--- src/rtl/step_seq_pkg.sv ---
// Shared constants and helpers for the step sequencer and its bench.
package step_seq_pkg;

  localparam logic DIR_UP   = 1'b0;
  localparam logic DIR_DOWN = 1'b1;

  function automatic logic [31:0] clamp_last(input logic [31:0] val, input logic [31:0] last);
    return (val > last) ? last : val;
  endfunction

endpackage

--- src/rtl/edge_detect.sv ---
// Rising-edge qualifier; with EN=0 the input passes straight through.
module edge_detect #(
  parameter int EN = 1
) (
  input  logic clk,
  input  logic rst_n,
  input  logic d_i,
  output logic rise_o
);

  logic d_q;

  // The history register always tracks the input, so an edge swallowed by a
  // higher-priority action upstream never re-fires later.
  always_ff @(posedge clk or negedge rst_n) begin
    if (!rst_n) d_q <= 1'b0;
    else        d_q <= d_i;
  end

  assign rise_o = (EN != 0) ? (d_i & ~d_q) : d_i;

endmodule

--- src/rtl/step_sequencer.sv ---
// Up/down step sequencer with wrap or saturate at LAST, clear/load, and
// registered step/done strobes.
module step_sequencer
  import step_seq_pkg::*;
#(
  parameter int WIDTH = 3,
  parameter int LAST  = 2**WIDTH-1,
  parameter int EDGE  = 1
) (
  input  logic             clk,
  input  logic             rst_n,
  input  logic             ped,
  input  logic             dir,
  input  logic             wrap,
  input  logic             clr,
  input  logic             load,
  input  logic [WIDTH-1:0] load_val,
  output logic [WIDTH-1:0] state,
  output logic             step,
  output logic             done,
  output logic             tc
);

  localparam logic [WIDTH-1:0] LAST_V = WIDTH'(LAST);

  logic             adv;
  logic             at_end;
  logic [WIDTH-1:0] state_q, state_d;
  logic             step_q, step_d;
  logic             done_q, done_d;

  edge_detect #(.EN(EDGE)) u_ped_edge (
    .clk   (clk),
    .rst_n (rst_n),
    .d_i   (ped),
    .rise_o(adv)
  );

  assign at_end = (dir == DIR_DOWN) ? (state_q == '0) : (state_q == LAST_V);

  always_comb begin
    state_d = state_q;
    step_d  = 1'b0;
    done_d  = 1'b0;
    if (clr) begin
      state_d = '0;
    end else if (load) begin
      state_d = WIDTH'(clamp_last(32'(load_val), 32'(LAST)));
    end else if (adv) begin
      if (at_end) begin
        done_d = 1'b1;
        if (wrap) begin
          step_d  = 1'b1;
          state_d = (dir == DIR_DOWN) ? LAST_V : '0;
        end
      end else begin
        step_d  = 1'b1;
        state_d = (dir == DIR_DOWN) ? (state_q - 1'b1) : (state_q + 1'b1);
      end
    end
  end

  always_ff @(posedge clk or negedge rst_n) begin
    if (!rst_n) begin
      state_q <= '0;
      step_q  <= 1'b0;
      done_q  <= 1'b0;
    end else begin
      state_q <= state_d;
      step_q  <= step_d;
      done_q  <= done_d;
    end
  end

  assign state = state_q;
  assign step  = step_q;
  assign done  = done_q;
  assign tc    = at_end;

endmodule

--- config.mk ---
export PLATFORM = sky130hd
export DESIGN_NAME = step_sequencer
export DESIGN_NICKNAME = d
export VERILOG_FILES = /design/src/rtl/step_seq_pkg.sv /design/src/rtl/edge_detect.sv /design/src/rtl/step_sequencer.sv
export SDC_FILE = /design/constraint.sdc
export NUM_CORES = 1
export LEC_CHECK = 0
export BUFFER_PORTS_ARGS = -buffer_cell sky130_fd_sc_hd__buf_4
export CAP_MARGIN = 20
export CELL_PAD_IN_SITES_DETAIL_PLACEMENT = 0
export CELL_PAD_IN_SITES_GLOBAL_PLACEMENT = 2
export CORE_UTILIZATION = 26
export DETAILED_ROUTE_END_ITERATION = 8
export MAX_ROUTING_LAYER = met4
export PLACE_DENSITY = 0.76
export SLEW_MARGIN = 30
export SYNTH_ARGS = -nofsm -noshare
export SYNTH_HDL_FRONTEND = slang
export SYNTH_HIERARCHICAL = 1
export SYNTH_SLANG_ARGS = --single-unit
--- constraint.sdc ---
create_clock -name clk -period 1.86 [get_ports clk]
set_input_delay 0.279 -clock clk [delete_from_list [all_inputs] [get_ports clk]]
set_output_delay 0.279 -clock clk [all_outputs]
set_load 0.02 [all_outputs]
==> impl_summary.txt, run 1 <==
----------------------------------------------------
[Min path]
  Worst min-delay path class ... input port to register
  Worst hold stages ... 1

[Cells and area]
  Area growth, synth to finish ... 39.5%
  Area of all placed cells without fillers ... 592 µm²
  Final Util ... 0.393
  Leading cell type in the layout, fill and taps excluded ... buf_4
  Net count, final ... 74
  Fraction of layout cells with a size suffix above 1 ... 0.410
  N_diodes ... 0
  Most used cells in the layout excluding fill and tap cells ... buf_4, dfrtp_1, inv_1, a211oi_1, clkbuf_4

[Floorplan]
  Die footprint ... 1800 µm²
  Total I/O pin count ... 16
  Row Count ... 14
  Die span in y ... 42.4 µm
  Starting utilization of the core area ... 0.282
  Horizontal die dimension ... 42.4 µm
  CORE AREA ... 1510 µm²

[Run]
  Total of max-cap violations ... 0

[Clock network]
  TritonCTS clock tree ... yes
  CTS clk-pin slew, worst paths ... 0.05 ns
  Post-CTS sizing ... 0
  CTS buffer count ... 3
  Clock Root Buffer ... clkbuf_4
  Skew-Pair Late Insertion Delay ... 0.25 ns
  Number of buffers on the longest clock path ... 2
  Number of levels the H-tree was split into ... 1
  Clock Sinks ... 6

[Power and ir drop]
  Sw power ... 0.000114 W
  Clock power share ... 0.320
  Int Pwr ... 0.000267 W
  Sequential group share of total power ... 0.390
  Design Power ... 0.000381 W
  Worst supply voltage drop on vdd ... 0.317 mV
  Total leakage power ... 0.280 nW
  Sw Share ... 0.299
  Combinational group share of total power ... 0.289
  Ratio of total power to cell area ... 644 nW/µm²

[Detailed routing]
  Detailed-route wire length ... 987 µm
  Remaining antenna violation count ... 0
  DRC violations left ... 0
  Overall via count from detail_route ... 390
  Detail-routed via count per cell ... 5.06
  Number of detailed-routing iterations run before antenna repair ... 2
  Routed WL per cell ... 12.8 µm
  Detailed Route Iter0 Violations ... 6

[Logic synthesis]
  Net Count, Synth ... 53
  Post-synthesis instance area ... 424 µm²
  Synthesized area divided by synthesized cell count ... 10.1 µm²
  Post-synthesis cell type count ... 26
  Cells after synthesis ... 42
  Flip-flop and latch count after synthesis ... 6
  Sequential cell area fraction in the yosys report ... 0.354
  Yosys warning total ... 6

[Timing]
  Slew of the pin with the lowest slew margin ... 0.311 ns
  Top achievable clock speed ... 586 MHz
  Setup repair after global routing missed its margin ... no
  Hold Violations, Final ... 0
  Skew final ... 0.00563 ns
  Share of the clock period used by the worst path after layout ... 0.918
  Final max-slew violation count ... 0
  Setup Viol. Count Final ... 0
  Final sum of negative setup slack ... 0 ns
  Relative max-transition margin ... 0.792
  Shortest period the worst path allows ... 1.71 ns

[Placed design]
  I/O Buffers ... 15
  Final weighted congestion in routability-driven placement ... 0.706
  Area after DPL ... 559 µm²
  Placed wire-length estimate after detailed placement ... 787 µm

[GRT]
  Total routing usage reported by global routing ... 0.128
  GR Util met2 ... 0.191
  Most used routing layer in global routing ... met2
  Maximum number of pins on one net before global-route repair ... 10
  Overflow left after global routing ... 0
  Global-route wire length before repair ... 1610 µm
  Global-route track usage on met1 ... 0.151
  Number of antenna violations at the first check in global routing ... 0
  GR Layer Usage met3 ... 0.0517
  Vias in the first global route ... 359

[Worst setup path]
  Kind of start point of the critical path ... register
  Kind of capture point of the worst setup path ... output port
  WP buf/inv ... 2
  Critical path data arrival time ... 1.43 ns
  Crit path max fanout ... 8
  Data required time of the critical path ... 1.58 ns
  Worst Reg2Reg Path Length in Cells ... 5
  Cell chain of the critical path ... nor2b_1 -> a31oi_1 -> inv_1 -> buf_4
  Kind of critical path ... register to output port
  Worst stage delay on the critical path ... 0.45 ns
  Family with the most delay on the worst path ... flip-flops
  Number of logic stages on the critical path including buffering ... 4
  Worst path slowest cell ... dfrtp_1

[Run status]
  Run status ... finished, final reports clean

----------------------------------------------------
repair_timing:
item,4_1_cts,5_1_grt
endpoints found under the hold margin,6,0
setup buffers,0,0
hold buffers,1,0
setup endpoints to repair,0,0
cells by family (layout without fill, tap and decap cells):
kind of cell               after synthesis  in the layout  share of synthesized area
xor gates and xnor gates                 1              1                     0.0207
buffers and inverters                    5             24                     0.0472
DFF                                      6              6                      0.354
AOI/OAI and AO/OA                       14             14                      0.260
and+or+nand+nor                         15             15                      0.271
adders and majority gates                1              1                     0.0472
cells in the mapped netlist:
cell,n,area (µm²)
and3_1,1,6.26
o21a_1,1,7.51
a211oi_1,3,22.5
nor3_1,2,10.0
nor3b_2,1,12.5
nand3b_1,1,7.51
nor4b_2,1,15.0
fa_1,1,20.0
nor3b_1,2,15.0
nor2b_1,2,12.5
xor2_1,1,8.76
nor2_1,2,7.51
o211ai_2,1,12.5
inv_1,4,15.0
clkbuf_2,1,5.00
a21oi_1,2,10.0
dfrtp_1,6,150
a21boi_0,1,7.51
o21ai_0,1,5.00
nor4b_1,1,8.76
o22ai_1,2,12.5
a31oi_1,1,6.26
nand2b_1,1,6.26
nor2b_4,1,13.8
a21bo_2,1,10.0
o32ai_2,1,16.3
power groups by stage:
stage | clock (W) | combinational, W | sequential [W]
floorplan | 0 | 0.0000557 | 0.000157
detailed placement | 0 | 0.000110 | 0.000151
global route | 0.000135 | 0.000120 | 0.000151
global placement | 0 | 0.000110 | 0.000151
CTS | 0.000128 | 0.000112 | 0.000149
finish | 0.000122 | 0.000110 | 0.000149
area by class of cell:
type / count / area, µm²
timing repair buffer: 17 / 130
tap: 16 / 20.0
fill: 171 / 915
multi-input combinational: 31 / 254
sequential: 6 / 150
inverter: 4 / 15.0
clock buffer: 3 / 22.5
stage by stage:
stage	setup slack, ns	std cells	hold WS (ns)
finish	0.153	77	0.154
global route	0.0652	77	0.149
CTS	0.138	77	0.151
detailed placement	0.238	73	0.0934
global placement	0.259	73	0.0909
floorplan	0.236	42	-0.0166
flip-flops by register name (all words and copies together), names as in the netlist:
signal and count:
done 1, state 3, step 1, u_ped_edge/d_q 1
worst paths after layout:
kind	to	startpoint	slack, ns
min in group asynchronous	done	rst_n	0.38
max reg2reg	state[2]	state[0]	0.22
max	tc	state[2]	0.15
min reg2reg	done	u_ped_edge/d_q	0.61
min	u_ped_edge/d_q	ped	0.15
max in group asynchronous	u_ped_edge/d_q	rst_n	1.36
metal layers:
metal / share of wire / vias to the layer above
met4: 0.0091 / 0
met1: 0.43 / 181
met5: 0 / -
met2: 0.48 / 13
met3: 0.078 / 2
li1: - / 194
(Power assumes the default switching activity.)
==> run 2, diff against run 1 <==
CORE_UTILIZATION = 24   (was 26)
PLACE_DENSITY = unset   (was 0.76)
PLACE_DENSITY_LB_ADDON = 0.1   (was unset)
clock period = 1.45 ns   (was 1.86 ns; I/O delays follow)
==> run 2 against run 1 <==
The flow now finishes with violations (DRC, setup timing). Largest cell class unchanged. Final cell count up 6.5%. Combinational power up 65%. Critical endpoint unchanged. Die area up 7.9%.
==> impl_summary.txt, run 2 (same netlist as run 1, synthesis figures left out) <==
----------------------------------------------------
[GRT]
  Global-route wire length before repair ... 1880 µm
  Maximum number of pins on one net before global-route repair ... 9
  Total routing usage reported by global routing ... 0.135
  GR Util met2 ... 0.212
  Vias in the first global route ... 407
  Overflow left after global routing ... 0
  Most used routing layer in global routing ... met2
  Number of antenna violations at the first check in global routing ... 0
  GR Layer Usage met3 ... 0.0245
  Global-route track usage on met1 ... 0.171

[Timing]
  Share of the clock period used by the worst path after layout ... 1.03
  Final worst-path setup slack ... -0.0446 ns
  Relative max-transition margin ... 0.807
  Final max-slew violation count ... 0
  Final sum of negative setup slack ... -0.101 ns
  Hold Violations, Final ... 0
  Post-Route Hold Slack ... 0.0943 ns
  Top achievable clock speed ... 669 MHz
  Setup Viol. Count Final ... 3
  Setup repair after global routing missed its margin ... yes
  Shortest period the worst path allows ... 1.49 ns
  Skew final ... 0.00244 ns
  Slew of the pin with the lowest slew margin ... 0.288 ns

[Worst setup path]
  Kind of critical path ... register to output port
  Kind of start point of the critical path ... register
  Worst stage delay on the critical path ... 0.45 ns
  Crit path max fanout ... 5
  Data required time of the critical path ... 1.23 ns
  Kind of capture point of the worst setup path ... output port
  WP buf/inv ... 2
  Critical path data arrival time ... 1.28 ns
  Number of logic stages on the critical path including buffering ... 4
  Worst Reg2Reg Path Length in Cells ... 5
  Cell chain of the critical path ... nor4b_4 -> a31oi_4 -> inv_2 -> buf_6
  Worst path slowest cell ... dfrtp_2
  Family with the most delay on the worst path ... flip-flops

[Cells and area]
  Most used cells in the layout excluding fill and tap cells ... buf_4, dfrtp_1, inv_1, a211oi_1, clkbuf_4
  Fillcell total ... 157
  Net count, final ... 78
  N_diodes ... 0
  Area taken by flip-flops and latches ... 153 µm²
  Area growth, synth to finish ... 59.0%
  Leading cell type in the layout, fill and taps excluded ... buf_4
  Multi-input gate area in the final layout ... 297 µm²
  Area of all placed cells without fillers ... 674 µm²
  Fraction of layout cells with a size suffix above 1 ... 0.545
  Number of flip-flops under the largest register name ... 3

[Floorplan]
  Die span in y ... 44.0 µm
  Total I/O pin count ... 16
  CORE AREA ... 1580 µm²
  Horizontal die dimension ... 44.0 µm
  Row Count ... 14
  Die footprint ... 1940 µm²
  Starting utilization of the core area ... 0.269

[Min path]
  Worst min-delay path class ... input port to register
  Worst hold stages ... 1

[Detailed routing]
  DRC violations left ... 1
  Detail-routed via count per cell ... 5.07
  Remaining antenna violation count ... 0
  Overall via count from detail_route ... 416
  Routed WL per cell ... 13.1 µm
  Detailed-route wire length ... 1080 µm
  Detailed Route Iter0 Violations ... 7
  Number of detailed-routing iterations run before antenna repair ... 8

[Power and ir drop]
  Worst supply voltage drop on vdd ... 0.265 mV
  Design Power ... 0.000538 W
  Ratio of total power to cell area ... 798 nW/µm²
  Total leakage power ... 0.306 nW

[Clock network]
  Clock Sinks ... 6
  Skew-Pair Late Insertion Delay ... 0.24 ns
  CTS clk-pin slew, worst paths ... 0.05 ns
  Clock Root Buffer ... clkbuf_4
  CTS buffer count ... 3
  Number of levels the H-tree was split into ... 1
  TritonCTS clock tree ... yes
  Number of buffers on the longest clock path ... 2

[Placed design]
  I/O Buffers ... 15
  Placed wire-length estimate after detailed placement ... 882 µm
  Area after DPL ... 587 µm²
  Final weighted congestion in routability-driven placement ... 0.715
  Post-place setup slack ... -0.0396 ns

[Run status]
  Violations in the final reports ... DRC, setup timing
  Run status ... complete, but fails checks

[Run]
  Total of max-cap violations ... 0

----------------------------------------------------
## run 2: worst paths after layout
| path | start | to | slack [ns] |
|---|---|---|---|
| max | state[1] | tc | -0.04 |
| min | ped | u_ped_edge/d_q | 0.09 |
| max reg2reg | state[0] | state[2] | -0.04 |
| min reg2reg | u_ped_edge/d_q | step | 0.62 |
| max in group asynchronous | rst_n | state[0] | 1.00 |
| min in group asynchronous | rst_n | state[2] | 0.33 |
## run 2: repair_timing
item	CTS	global route
endpoints found under the hold margin	6	0
hold buffers	1	0
pin swaps	4	5
gates resized for setup	7	3
setup buffers	0	1
setup endpoints to repair	3	4
## run 2: routing by layer
layer	wire, µm	part of all wire
met3	77	0.072
met2	538	0.50
met5	0	0
met1	459	0.43
met4	0	0
## run 2: per-stage QoR
stage | utilization | cells
after global routing | 0.428 | 82
after CTS | 0.417 | 81
after floorplan | - | 42
final | 0.428 | 82
after global placement | 0.372 | 76
after detailed placement | 0.372 | 76
## run 2: area by class of cell
type                    instances  area share
well taps                      16      0.0297
clock buffers                   4      0.0390
multi-input cells              31       0.440
repair buffers                 21       0.243
flip-flops and latches          6       0.226
inverters                       4      0.0223
## run 2: report_power, final
group / internal, W / switching, W
Clock: 0.000104 / 0.0000616
Combinational: 0.0000944 / 0.0000871
Sequential: 0.000178 / 0.0000132
Total: 0.000376 / 0.000162
==> run 3, diff against run 2 <==
CORE_MARGIN = 2   (was unset)
==> run 3 against run 2 <==
The flow finishes with violations (setup timing). Routed wire length up 16%. Global-route usage down 0.053 points. Hold slack barely moved. Clock-buffer cell count is the same. First-iteration DRC count unchanged. Combinational power increased by 15%. Clock power is 5% higher. Critical path depth up 1. Core utilization decreased by 0.48 points. Die area grew 9.3%. Highest routed layer unchanged.
==> impl_summary.txt, run 3 (same netlist as run 1, synthesis figures left out) <==
----------------------------------------------------
[Run status]
  Run status ... complete, but fails checks
  Violations in the final reports ... setup timing

[Timing]
  Skew final ... 0.00581 ns
  Shortest period the worst path allows ... 1.51 ns
  Setup repair after global routing missed its margin ... yes
  Final sum of negative setup slack ... -0.0856 ns
  Share of the clock period used by the worst path after layout ... 1.04
  Final worst-path setup slack ... -0.0550 ns
  Relative max-transition margin ... 0.827
  Final max-slew violation count ... 0
  Slew of the pin with the lowest slew margin ... 0.258 ns
  Setup Viol. Count Final ... 2
  Top achievable clock speed ... 664 MHz
  Hold Violations, Final ... 0

[Min path]
  Worst min-delay path class ... input port to register

[Detailed routing]
  Number of detailed-routing iterations run before antenna repair ... 4
  DRC violations left ... 0
  Detailed-route wire length ... 1250 µm
  Detail-routed via count per cell ... 5.19
  Remaining antenna violation count ... 0
  Detailed Route Iter0 Violations ... 7
  Routed WL per cell ... 14.8 µm
  Overall via count from detail_route ... 436

[Power and ir drop]
  Ratio of total power to cell area ... 802 nW/µm²
  Worst supply voltage drop on vdd ... 0.181 mV
  Total leakage power ... 0.317 nW

[Clock network]
  Clock Sinks ... 6
  CTS buffer count ... 3
  Number of buffers on the longest clock path ... 2
  Number of levels the H-tree was split into ... 1
  CTS clk-pin slew, worst paths ... 0.05 ns
  TritonCTS clock tree ... yes
  Skew-Pair Late Insertion Delay ... 0.25 ns
  Clock Root Buffer ... clkbuf_4

[Floorplan]
  Die span in y ... 46.0 µm
  CORE AREA ... 1690 µm²
  Row Count ... 15
  Total I/O pin count ... 16
  Horizontal die dimension ... 46.0 µm
  Starting utilization of the core area ... 0.251
  Die footprint ... 2120 µm²

[Cells and area]
  Area growth, synth to finish ... 68.4%
  Number of flip-flops under the largest register name ... 3
  Area of all placed cells without fillers ... 714 µm²
  N_diodes ... 0
  Fraction of layout cells with a size suffix above 1 ... 0.612
  Net count, final ... 79
  Fillcell total ... 171
  Leading cell type in the layout, fill and taps excluded ... buf_4

[GRT]
  Total routing usage reported by global routing ... 0.134
  Number of antenna violations at the first check in global routing ... 0
  Vias in the first global route ... 429
  Global-route wire length before repair ... 1990 µm
  Maximum number of pins on one net before global-route repair ... 9
  Overflow left after global routing ... 0

[Placed design]
  Area after DPL ... 588 µm²
  Post-place setup slack ... -0.0421 ns
  I/O Buffers ... 15
  Placed wire-length estimate after detailed placement ... 930 µm
  Final weighted congestion in routability-driven placement ... 0.805

[Worst setup path]
  Kind of critical path ... register to register
  Critical path data arrival time ... 1.63 ns
  Crit path max fanout ... 4
  Kind of start point of the critical path ... register
  Data required time of the critical path ... 1.58 ns
  Kind of capture point of the worst setup path ... register

[Run]
  Total of max-cap violations ... 0

----------------------------------------------------
run 3: cell count changes in the layout (fill, tap and decap cells not counted), sizes merged:
cell	before	now
buf	20	21
run 3: final cells by class:
type	count	area, µm²	share of cell area
Multi-Input combinational cell	31	323	0.452
Sequential cell	6	154	0.215
Inverter	4	15.0	0.0210
Timing Repair Buffer	22	175	0.245
Tap cell	17	21.3	0.0298
Clock buffer	4	26.3	0.0368
run 3: metal layers:
metal / wire length, µm / global-route usage / share of wire
met1: 535 / 0.172 / 0.43
met5: 0 / - / 0
met4: 0 / 0.0686 / 0
met2: 645 / 0.197 / 0.52
met3: 64 / 0.0278 / 0.051
run 3: path summary, 6_finish.rpt:
| kind | from | end | slack (ns) | cells past startpoint |
|---|---|---|---|---|
| setup / recovery | state[0] | state[2] | -0.06 | 5 |
| hold / removal | ped | u_ped_edge/d_q | 0.09 | 1 |
| setup reg to reg | state[0] | state[2] | -0.06 | 5 |
| hold reg to reg | u_ped_edge/d_q | step | 0.62 | 3 |
| max in group asynchronous | rst_n | state[0] | 1.01 | 2 |
| min in group asynchronous | rst_n | state[1] | 0.32 | 2 |
run 3: timing repair:
action | 4_1_cts | 5_1_grt
endpoints found under the setup margin | 2 | 4
gates resized for setup | 4 | 13
hold buffers | 1 | 0
hold endpoints to repair | 6 | 0
pin swaps | 1 | 6
buffers inserted | 1 | 1
run 3: stage by stage:
step           total power, W  instances  hold WS (ns)  utilization
6_report             0.000573         84        0.0940        0.423
5_1_grt              0.000609         84        0.0830        0.423
4_1_cts              0.000541         83        0.0938        0.390
3_5_place_dp         0.000350         77        0.0291        0.348
3_3_place_gp         0.000345         77        0.0251        0.348
2_1_floorplan        0.000275         42       -0.0781            -
run 3: worst max-delay path, stage by stage, from the launching register on:
cell and delay [ns]:
dfrtp_2 0.44, fa_2 0.41, a21bo_2 0.23, o22ai_2 0.08
o21a_1 0.14, o22ai_1 0.07
run 3: power by group:
part | leakage [nW] | total (W) | internal (W) | switching, W
registers | 0.0744 | 0.000190 | 0.000178 | 0.0000126
logic | 0.227 | 0.000209 | 0.000108 | 0.000100
clock network | 0.0150 | 0.000174 | 0.000105 | 0.0000691
